[config.mk]
export PLATFORM = sky130hd
export DESIGN_NAME = traffic_phase_sequencer_flat
export DESIGN_NICKNAME = d
export VERILOG_FILES = /design/src/rtl/traffic_phase_sequencer_pkg.sv /design/src/rtl/traffic_phase_sequencer_if.sv /design/src/rtl/traffic_phase_sequencer_second_tick_gen.sv /design/src/rtl/traffic_phase_sequencer.sv /design/src/flat_wrapper.sv
export SDC_FILE = /design/constraint.sdc
export NUM_CORES = 1
export LEC_CHECK = 0
export BUFFER_PORTS_ARGS = -buffer_cell sky130_fd_sc_hd__clkbuf_2
export CORE_ASPECT_RATIO = 0.8
export CORE_MARGIN = 1
export CORE_UTILIZATION = 50
export DETAILED_ROUTE_END_ITERATION = 6
export PLACE_DENSITY = 0.68
export SLEW_MARGIN = 20
export SYNTH_ARGS = -nofsm -noshare
export SYNTH_HDL_FRONTEND = slang
export SYNTH_SLANG_ARGS = --single-unit
[constraint.sdc]
create_clock -name clk -period 3.6 [get_ports clk]
set_input_delay 0.54 -clock clk [delete_from_list [all_inputs] [get_ports clk]]
set_output_delay 0.54 -clock clk [all_outputs]
set_load 0.005 [all_outputs]
[src/rtl/traffic_phase_sequencer_pkg.sv]
// ---------------------------------------------------------------------------
// traffic_pkg
//   Shared types and constants for the two-road traffic phase sequencer.
//   - state_t : the seven phases (WALK is only reachable when the pedestrian
//               request feature PED_REQUEST_EN is compiled in)
//   - light_t : {red,yellow,green} lamp encoding, exactly one bit set
//   - CNT_W   : width of the per-phase countdown shown on the display
//   - ns_light_of / ew_light_of : lamp pattern of each road for a phase
// ---------------------------------------------------------------------------
package traffic_pkg;

    localparam int CNT_W   = 4;
    localparam int MAX_SEC = 10;

    typedef enum logic [2:0] {
        NS_GREEN  = 3'd0,
        NS_YELLOW = 3'd1,
        RED_A     = 3'd2,
        EW_GREEN  = 3'd3,
        EW_YELLOW = 3'd4,
        RED_B     = 3'd5,
        WALK      = 3'd6
    } state_t;

    typedef logic [2:0] light_t;

    localparam light_t LIGHT_RED    = 3'b100;
    localparam light_t LIGHT_YELLOW = 3'b010;
    localparam light_t LIGHT_GREEN  = 3'b001;

    // North-south lamps: only the two NS phases show anything but red.
    function automatic light_t ns_light_of(state_t s);
        case (s)
            NS_GREEN:  return LIGHT_GREEN;
            NS_YELLOW: return LIGHT_YELLOW;
            default:   return LIGHT_RED;
        endcase
    endfunction

    // East-west lamps: only the two EW phases show anything but red.
    function automatic light_t ew_light_of(state_t s);
        case (s)
            EW_GREEN:  return LIGHT_GREEN;
            EW_YELLOW: return LIGHT_YELLOW;
            default:   return LIGHT_RED;
        endcase
    endfunction

endpackage

[src/rtl/traffic_phase_sequencer_if.sv]
// ---------------------------------------------------------------------------
// traffic_phase_sequencer_if
//   Bundles the sequencer's lamp, countdown and pedestrian signals.
//   master : sequencer side (drives lamps/countdown, reads ped_req)
//   slave  : board side (reads lamps/countdown, drives ped_req)
//   Signals:
//     ns_light, ew_light  {red,yellow,green} per road
//     counter             ticks left in the current phase (1..10)
//     phase_done          one-clk pulse on the cycle the phase changes
//     ped_req, walk       only present with PED_REQUEST_EN defined
//   Handshake: none; all sequencer outputs are plain registered levels/pulses
//   and ped_req is an asynchronous level sampled by a synchroniser.
// ---------------------------------------------------------------------------
interface traffic_phase_sequencer_if;
    import traffic_pkg::*;

    light_t           ns_light;
    light_t           ew_light;
    logic [CNT_W-1:0] counter;
    logic             phase_done;
`ifdef PED_REQUEST_EN
    logic             ped_req;
    logic             walk;

    modport master (output ns_light, ew_light, counter, phase_done, walk,
                    input  ped_req);
    modport slave  (input  ns_light, ew_light, counter, phase_done, walk,
                    output ped_req);
`else
    modport master (output ns_light, ew_light, counter, phase_done);
    modport slave  (input  ns_light, ew_light, counter, phase_done);
`endif

endinterface

[src/rtl/traffic_phase_sequencer_second_tick_gen.sv]
// ---------------------------------------------------------------------------
// second_tick_gen
//   Prescaler producing the countdown tick. Counts 0..TICK_DIV-1 and raises
//   tick for the single cycle in which it sits at TICK_DIV-1, so the first
//   tick is consumed on the TICK_DIV-th clock edge after reset release.
//   Ports:
//     clk   in  board clock
//     reset in  asynchronous, active-high reset (clears the prescaler)
//     tick  out one-clk tick pulse
// ---------------------------------------------------------------------------
module second_tick_gen #(
    parameter int TICK_DIV = 50_000_000
) (
    input  logic clk,
    input  logic reset,
    output logic tick
);

    localparam int            PW   = (TICK_DIV > 1) ? $clog2(TICK_DIV) : 1;
    localparam logic [PW-1:0] LAST = PW'(TICK_DIV - 1);
    localparam logic [PW-1:0] ONE  = PW'(1);

    if (TICK_DIV < 2) begin : g_bad_div
        $error("second_tick_gen: TICK_DIV must be at least 2");
    end

    logic [PW-1:0] presc_q;

    always_ff @(posedge clk or posedge reset) begin
        if (reset) begin
            presc_q <= '0;
        end else if (presc_q == LAST) begin
            presc_q <= '0;
        end else begin
            presc_q <= presc_q + ONE;
        end
    end

    assign tick = (presc_q == LAST);

endmodule

[src/rtl/traffic_phase_sequencer.sv]
// ---------------------------------------------------------------------------
// traffic_phase_sequencer
//   Steps a two-road intersection through
//   NS_GREEN -> NS_YELLOW -> RED_A -> EW_GREEN -> EW_YELLOW -> RED_B -> ...
//   one countdown tick at a time, showing ticks remaining on `counter`.
//   Optional feature macro: PED_REQUEST_EN
//     A synchronised rising edge on ped_req latches a sticky request; the
//     next yellow exit then enters WALK (both roads red, walk=1) instead of
//     the all-red clearance, and WALK resumes at the green that red led to.
//   Ports:
//     clk       in  board clock
//     reset     in  asynchronous, active-high reset
//     lights    if  traffic_phase_sequencer_if.master (lamps, counter,
//                   phase_done, and ped_req/walk with PED_REQUEST_EN)
//     dbg_state out current phase register
//   All interface outputs are registers loaded from the next-state logic, so
//   lamps, counter and phase_done move together on one clock edge.
// ---------------------------------------------------------------------------
module traffic_phase_sequencer
    import traffic_pkg::*;
#(
    parameter int TICK_DIV   = 50_000_000,
    parameter int GREEN_SEC  = 9,
    parameter int YELLOW_SEC = 3,
    parameter int RED_SEC    = 2,
    parameter int WALK_SEC   = 10
) (
    input  logic                        clk,
    input  logic                        reset,
    traffic_phase_sequencer_if.master   lights,
    output state_t                      dbg_state
);

    if ((GREEN_SEC  < 1) || (GREEN_SEC  > MAX_SEC) ||
        (YELLOW_SEC < 1) || (YELLOW_SEC > MAX_SEC) ||
        (RED_SEC    < 1) || (RED_SEC    > MAX_SEC) ||
        (WALK_SEC   < 1) || (WALK_SEC   > MAX_SEC)) begin : g_bad_duration
        $error("traffic_phase_sequencer: phase durations must lie in 1..10");
    end

    localparam logic [CNT_W-1:0] GREEN_CNT  = CNT_W'(GREEN_SEC);
    localparam logic [CNT_W-1:0] YELLOW_CNT = CNT_W'(YELLOW_SEC);
    localparam logic [CNT_W-1:0] RED_CNT    = CNT_W'(RED_SEC);
    localparam logic [CNT_W-1:0] WALK_CNT   = CNT_W'(WALK_SEC);
    localparam logic [CNT_W-1:0] CNT_ONE    = CNT_W'(1);

    // Duration loaded into the countdown on entry to a phase.
    function automatic logic [CNT_W-1:0] dur_of(state_t s);
        case (s)
            NS_GREEN, EW_GREEN:   return GREEN_CNT;
            NS_YELLOW, EW_YELLOW: return YELLOW_CNT;
            WALK:                 return WALK_CNT;
            default:              return RED_CNT;
        endcase
    endfunction

    logic tick;

    second_tick_gen #(
        .TICK_DIV (TICK_DIV)
    ) u_tick (
        .clk   (clk),
        .reset (reset),
        .tick  (tick)
    );

    state_t           state_q, state_d, succ;
    logic             state_legal;
    logic [CNT_W-1:0] counter_q, counter_d;
    light_t           ns_q, ew_q;
    logic             done_q, done_d;

`ifdef PED_REQUEST_EN
    // ped_sync_q[1:0] is the two-flop synchroniser; [2] holds the previous
    // synchronised level for rising-edge detection.
    logic [2:0] ped_sync_q;
    logic       ped_rise;
    logic       ped_pending_q, ped_pending_d;
    logic       walk_to_ew_q;
    logic       entering_walk;
    logic       walk_q;

    assign ped_rise      = ped_sync_q[1] & ~ped_sync_q[2];
    assign entering_walk = (state_d == WALK) && (state_q != WALK);
`endif

    // Next phase, countdown and phase_done.
    always_comb begin
        state_d     = state_q;
        counter_d   = counter_q;
        done_d      = 1'b0;
        state_legal = 1'b1;
        succ        = state_q;

        case (state_q)
            NS_GREEN:  succ = NS_YELLOW;
            NS_YELLOW: succ = RED_A;
            RED_A:     succ = EW_GREEN;
            EW_GREEN:  succ = EW_YELLOW;
            EW_YELLOW: succ = RED_B;
            RED_B:     succ = NS_GREEN;
`ifdef PED_REQUEST_EN
            WALK:      succ = walk_to_ew_q ? EW_GREEN : NS_GREEN;
`endif
            default:   state_legal = 1'b0;
        endcase

`ifdef PED_REQUEST_EN
        // A pending request replaces the all-red clearance after a yellow.
        if (ped_pending_q && ((state_q == NS_YELLOW) || (state_q == EW_YELLOW))) begin
            succ = WALK;
        end
`endif

        if (!state_legal) begin
            // Corrupted state register: fall back to a safe all-red phase.
            state_d   = RED_A;
            counter_d = RED_CNT;
            done_d    = 1'b1;
        end else if (tick) begin
            if (counter_q > CNT_ONE) begin
                counter_d = counter_q - CNT_ONE;
            end else begin
                state_d   = succ;
                counter_d = dur_of(succ);
                done_d    = 1'b1;
            end
        end
    end

`ifdef PED_REQUEST_EN
    // Request latch: cleared when WALK is entered, ignores presses in WALK.
    always_comb begin
        ped_pending_d = ped_pending_q;
        if (entering_walk) begin
            ped_pending_d = 1'b0;
        end else if (ped_rise && (state_q != WALK)) begin
            ped_pending_d = 1'b1;
        end
    end

    always_ff @(posedge clk or posedge reset) begin
        if (reset) begin
            ped_sync_q    <= '0;
            ped_pending_q <= 1'b0;
            walk_to_ew_q  <= 1'b0;
            walk_q        <= 1'b0;
        end else begin
            ped_sync_q    <= {ped_sync_q[1:0], lights.ped_req};
            ped_pending_q <= ped_pending_d;
            walk_q        <= (state_d == WALK);
            if (entering_walk) begin
                // WALK replaced RED_A after NS_YELLOW, so it hands over to EW.
                walk_to_ew_q <= (state_q == NS_YELLOW);
            end
        end
    end

    assign lights.walk = walk_q;
`endif

    always_ff @(posedge clk or posedge reset) begin
        if (reset) begin
            state_q   <= NS_GREEN;
            counter_q <= GREEN_CNT;
            ns_q      <= LIGHT_GREEN;
            ew_q      <= LIGHT_RED;
            done_q    <= 1'b0;
        end else begin
            state_q   <= state_d;
            counter_q <= counter_d;
            ns_q      <= ns_light_of(state_d);
            ew_q      <= ew_light_of(state_d);
            done_q    <= done_d;
        end
    end

    assign lights.ns_light   = ns_q;
    assign lights.ew_light   = ew_q;
    assign lights.counter    = counter_q;
    assign lights.phase_done = done_q;
    assign dbg_state         = state_q;

endmodule
[src/flat_wrapper.sv]
// flat-port wrapper written by rule: the top's interface ports become plain ports
module traffic_phase_sequencer_flat import traffic_pkg::*;
#(
    parameter int TICK_DIV   = 50_000_000,
    parameter int GREEN_SEC  = 9,
    parameter int YELLOW_SEC = 3,
    parameter int RED_SEC    = 2,
    parameter int WALK_SEC   = 10
)
  (clk, reset, dbg_state, lights_ns_light, lights_ew_light, lights_counter, lights_phase_done);
  traffic_phase_sequencer_if lights_i ();
  input  logic clk;
  input  logic reset;
  output state_t dbg_state;
  output wire logic [$bits(lights_i.ns_light)-1:0] lights_ns_light;
  output wire logic [$bits(lights_i.ew_light)-1:0] lights_ew_light;
  output wire logic [$bits(lights_i.counter)-1:0] lights_counter;
  output wire logic [$bits(lights_i.phase_done)-1:0] lights_phase_done;
  assign lights_ns_light = lights_i.ns_light;
  assign lights_ew_light = lights_i.ew_light;
  assign lights_counter = lights_i.counter;
  assign lights_phase_done = lights_i.phase_done;
  traffic_phase_sequencer #(.TICK_DIV(TICK_DIV), .GREEN_SEC(GREEN_SEC), .YELLOW_SEC(YELLOW_SEC), .RED_SEC(RED_SEC), .WALK_SEC(WALK_SEC)) u_core (.clk(clk), .reset(reset), .lights(lights_i), .dbg_state(dbg_state));
endmodule
==> run_results.csv <==
group,metric,value,unit
outcome,status,"finished clean",
synth,seq_area_frac_synth,45.4,%
worst_setup_path,critical_path.top_delay_family,"simple AND/OR/NAND/NOR gates",
layout,multi_input_area,1120,um2
place,placed_area,2310,um2
worst_setup_path,worstPathMaxFanout,13,
routing,drcViolationCount,0,
synth,synth_area,2220,um2
floorplan,initial_utilization,52.4,%
floorplan,die-area,4710,um2
routing,drtAntennaViolNets,0,
routing,first_pass_iters,5,
timing,slew_violations,0,
synth,synthTopCellsByCount,"dfrtp_1, nand3_1, nand2_1",
floorplan,die_w,76.5,um
power,p_switching,0.000177,W
routing,vias_per_cell,5.96,
timing,hold_viol_final,0,
timing,setup_viol_count_final,0,
cts,ctsHoldBuffers,0,
synth,ys_types,49,
floorplan,num_io_pins,16,
worst_setup_path,cp_slowest_cell,"nor2_1",
grt,antenna_found_initial,0,
worst_setup_path,cp_cell_sequence,"ha_1, and4bb_2, nand4_2, nor2_1, mux2i_1",
synth,syn_inst,217,
grt,grt_usage,20.5,%
power,intPower,0.000585,W
synth,synth_seq_cells,40,
synth,synth_nets,222,
grt,busiest_layer,"met1",
hold_path,hold_path_class,"input pin to asynchronous set/reset pin",
cts,numCtsBuffers,5,
layout,fin_area,2400,um2
layout,register_area,1010,um2
cts,clk_latency,310,ps
layout,fill_cells,399,
cts,cts_buffer_depth,2,
place,gp_congestion,0.839,
worst_setup_path,startpoint_type,"register",
grt,grt_pass1_vias,1419,
cts,htreeDepth,2,
worst_setup_path,criticalPathCategory,"register to register",
worst_setup_path,endpoint_kind,"register",
timing,min_period,2340,ps
grt,use_met3,5.04,%
floorplan,core,4230,um2
synth,ys.warnings.count,0,
cts,tritoncts,"built",
layout,syn2layout_area_growth,8.18,%
place,portBuffers,15,
floorplan,die_h,61.6,um
timing,rsz0062_at_grt,"no",
power,powerDensity,318,nW/um2
grt,grt_max_degree,41,
cts,ctsResizeCount,0,
timing,tightest_slew,982,ps
timing,clock_skew,13.1,ps
grt,grt_overflow,0,
power,combPwrFrac,1.3,%
worst_setup_path,required,3820,ps
grt,grt_use_met1,31.1,%
timing,tns,0,ps
worst_setup_path,crit_buf_inv,0,
timing,slew_headroom,34.3,%
timing,clock.fmax,427,MHz
power,p_seq_share,58.9,%
synth,postSynthAreaPerCell,10.2,um2
synth,synth_top_area_share,40.6,%
worst_setup_path,crit_arrival,2560,ps
routing,dr_total_vias,1716,
power,p_clk_share,39.8,%
routing,drt_wl_total,4380,um
layout,drive_gt1_share,20.3,%
synth,synth_async_sr_flop_share,100,%
run,drv_cap,0,
cts,cts_root_buffer,"clkbuf_8",
timing,finalCritPeriodShare,65.0,%
layout,antenna_cells,0,
synth,synth_edf_count,0,
cts,clock_sinks,40,
power,p_leak,1.05,nW
grt,grt_pass1_wl,7220,um
synth,synth_ff_type,"dfrtp_1",
power,max-vdd-ir-drop,209,uV
worst_setup_path,slowest_delay,800,ps
place,dp_hpwl,3090,um
routing,wl_per_cell,15.2,um
routing,drt_iter0_drc,194,
grt,grtUsageMet2,27.5,%
layout,fin_nets,235,
cts,post_cts_buffers,0,
synth,yosysMostFrequentCell,"dfrtp_1",
synth,synthTopCellsByArea,"dfrtp_1, dfstp_2, mux2i_1, nand3_1, xor2_1",
power,swShare,23.2,%
floorplan,num_rows,21,
cts,path_clk_slew,90,ps
synth,synth_top_area_cell,"dfrtp_1",
==> worst paths after layout <==
| kind | start | endpoint | slack (ps) | cells after the start |
|---|---|---|---|---|
| min in group clk | u_core.u_tick.presc_q[0]$_DFF_PP0_ | u_core.u_tick.presc_q[0]$_DFF_PP0_ | 460 | 1 |
| worst max register to register | u_core.u_tick.presc_q[0]$_DFF_PP0_ | u_core.lights.counter[1]$_DFFE_PP0P_ | 1260 | 5 |
| max in group asynchronous | reset | u_core.lights.counter[3]$_DFFE_PP1P_ | 2900 | 3 |
| worst max-delay path | u_core.u_tick.presc_q[0]$_DFF_PP0_ | u_core.lights.counter[1]$_DFFE_PP0P_ | 1260 | 5 |
| worst min register to register | u_core.u_tick.presc_q[0]$_DFF_PP0_ | u_core.u_tick.presc_q[0]$_DFF_PP0_ | 460 | 1 |
| worst min-delay path | reset | u_core.u_tick.presc_q[16]$_DFF_PP0_ | 320 | 3 |
==> logic make-up (layout without fill, tap and decap cells) <==
logic type	count (synthesis)	after routing	share of synthesized area, %
buffers and inverters	18	32	4.06
AOI/OAI and AO/OA	41	41	11.9
xor gates and xnor gates	14	14	5.53
muxes	8	8	3.61
DFF	40	40	45.4
adders and majority gates	3	3	1.69
and+or+nand+nor	93	93	27.8
==> registers in the layout, summed over array words and instances, names as in the netlist <==
name / count
u_core.lights.ns_light: 3
u_core.lights.counter: 4
u_core.u_tick.presc_q: 26
u_core.dbg_state: 3
u_core.lights.ew_light: 3
u_core.lights.phase_done: 1
==> metrics by stage <==
stage	hold slack (ps)	worst slack, ps	utilization, %	cells	power [W]
floorplan	426	1660	-	217	0.000464
global placement	440	1390	54.6	280	0.000468
global route	373	1090	56.7	288	0.000792
finish	322	1260	56.7	288	0.000762
detailed placement	455	1250	54.6	280	0.000468
CTS	344	1220	56.7	288	0.000769
==> power by group through the flow <==
stage	Combinational (W)	Sequential (W)	Clock, W
floorplan	0.00000656	0.000458	0
global placement	0.0000104	0.000458	0
detailed placement	0.0000104	0.000458	0
CTS	0.0000105	0.000449	0.000310
global route	0.0000118	0.000449	0.000331
finish	0.00000970	0.000449	0.000303
==> layout by cell type, fill, tap and decap left out, drive strengths merged, types with 6 or more instances in the layout <==
cell | netlist | final
xnor2 | 6 | 6
clkbuf | 4 | 20
xor2 | 8 | 8
nor3 | 6 | 6
nor2 | 8 | 8
inv | 8 | 8
or3 | 6 | 6
a21oi | 12 | 12
o21ai | 10 | 10
nand3 | 15 | 15
nand2 | 13 | 13
dfrtp | 36 | 36
and4 | 9 | 9
nand4 | 7 | 7
mux2i | 8 | 8
==> cell type report <==
| class | instances | share of cell area (%) |
|---|---|---|
| Timing Repair Buffer | 16 | 3.44 |
| Sequential cell | 40 | 41.9 |
| Inverter | 8 | 1.25 |
| Clock buffer | 5 | 2.87 |
| Tap cell | 57 | 2.97 |
| Clock inverter | 3 | 0.782 |
| Multi-Input combinational cell | 159 | 46.7 |
==> layer usage <==
metal  vias up  wire (um)  part of all wire (%)
li1        835          -                     -
met3         6        247                   5.6
met2        39       1750                    40
met1       836       2320                    53
met5         -          0                     0
met4         0         59                   1.3
==> worst min-delay path, stage by stage <==
cell and delay [ps]:
clkbuf_2 80, inv_1 40, buf_4 420
(Power assumes the default switching activity.)
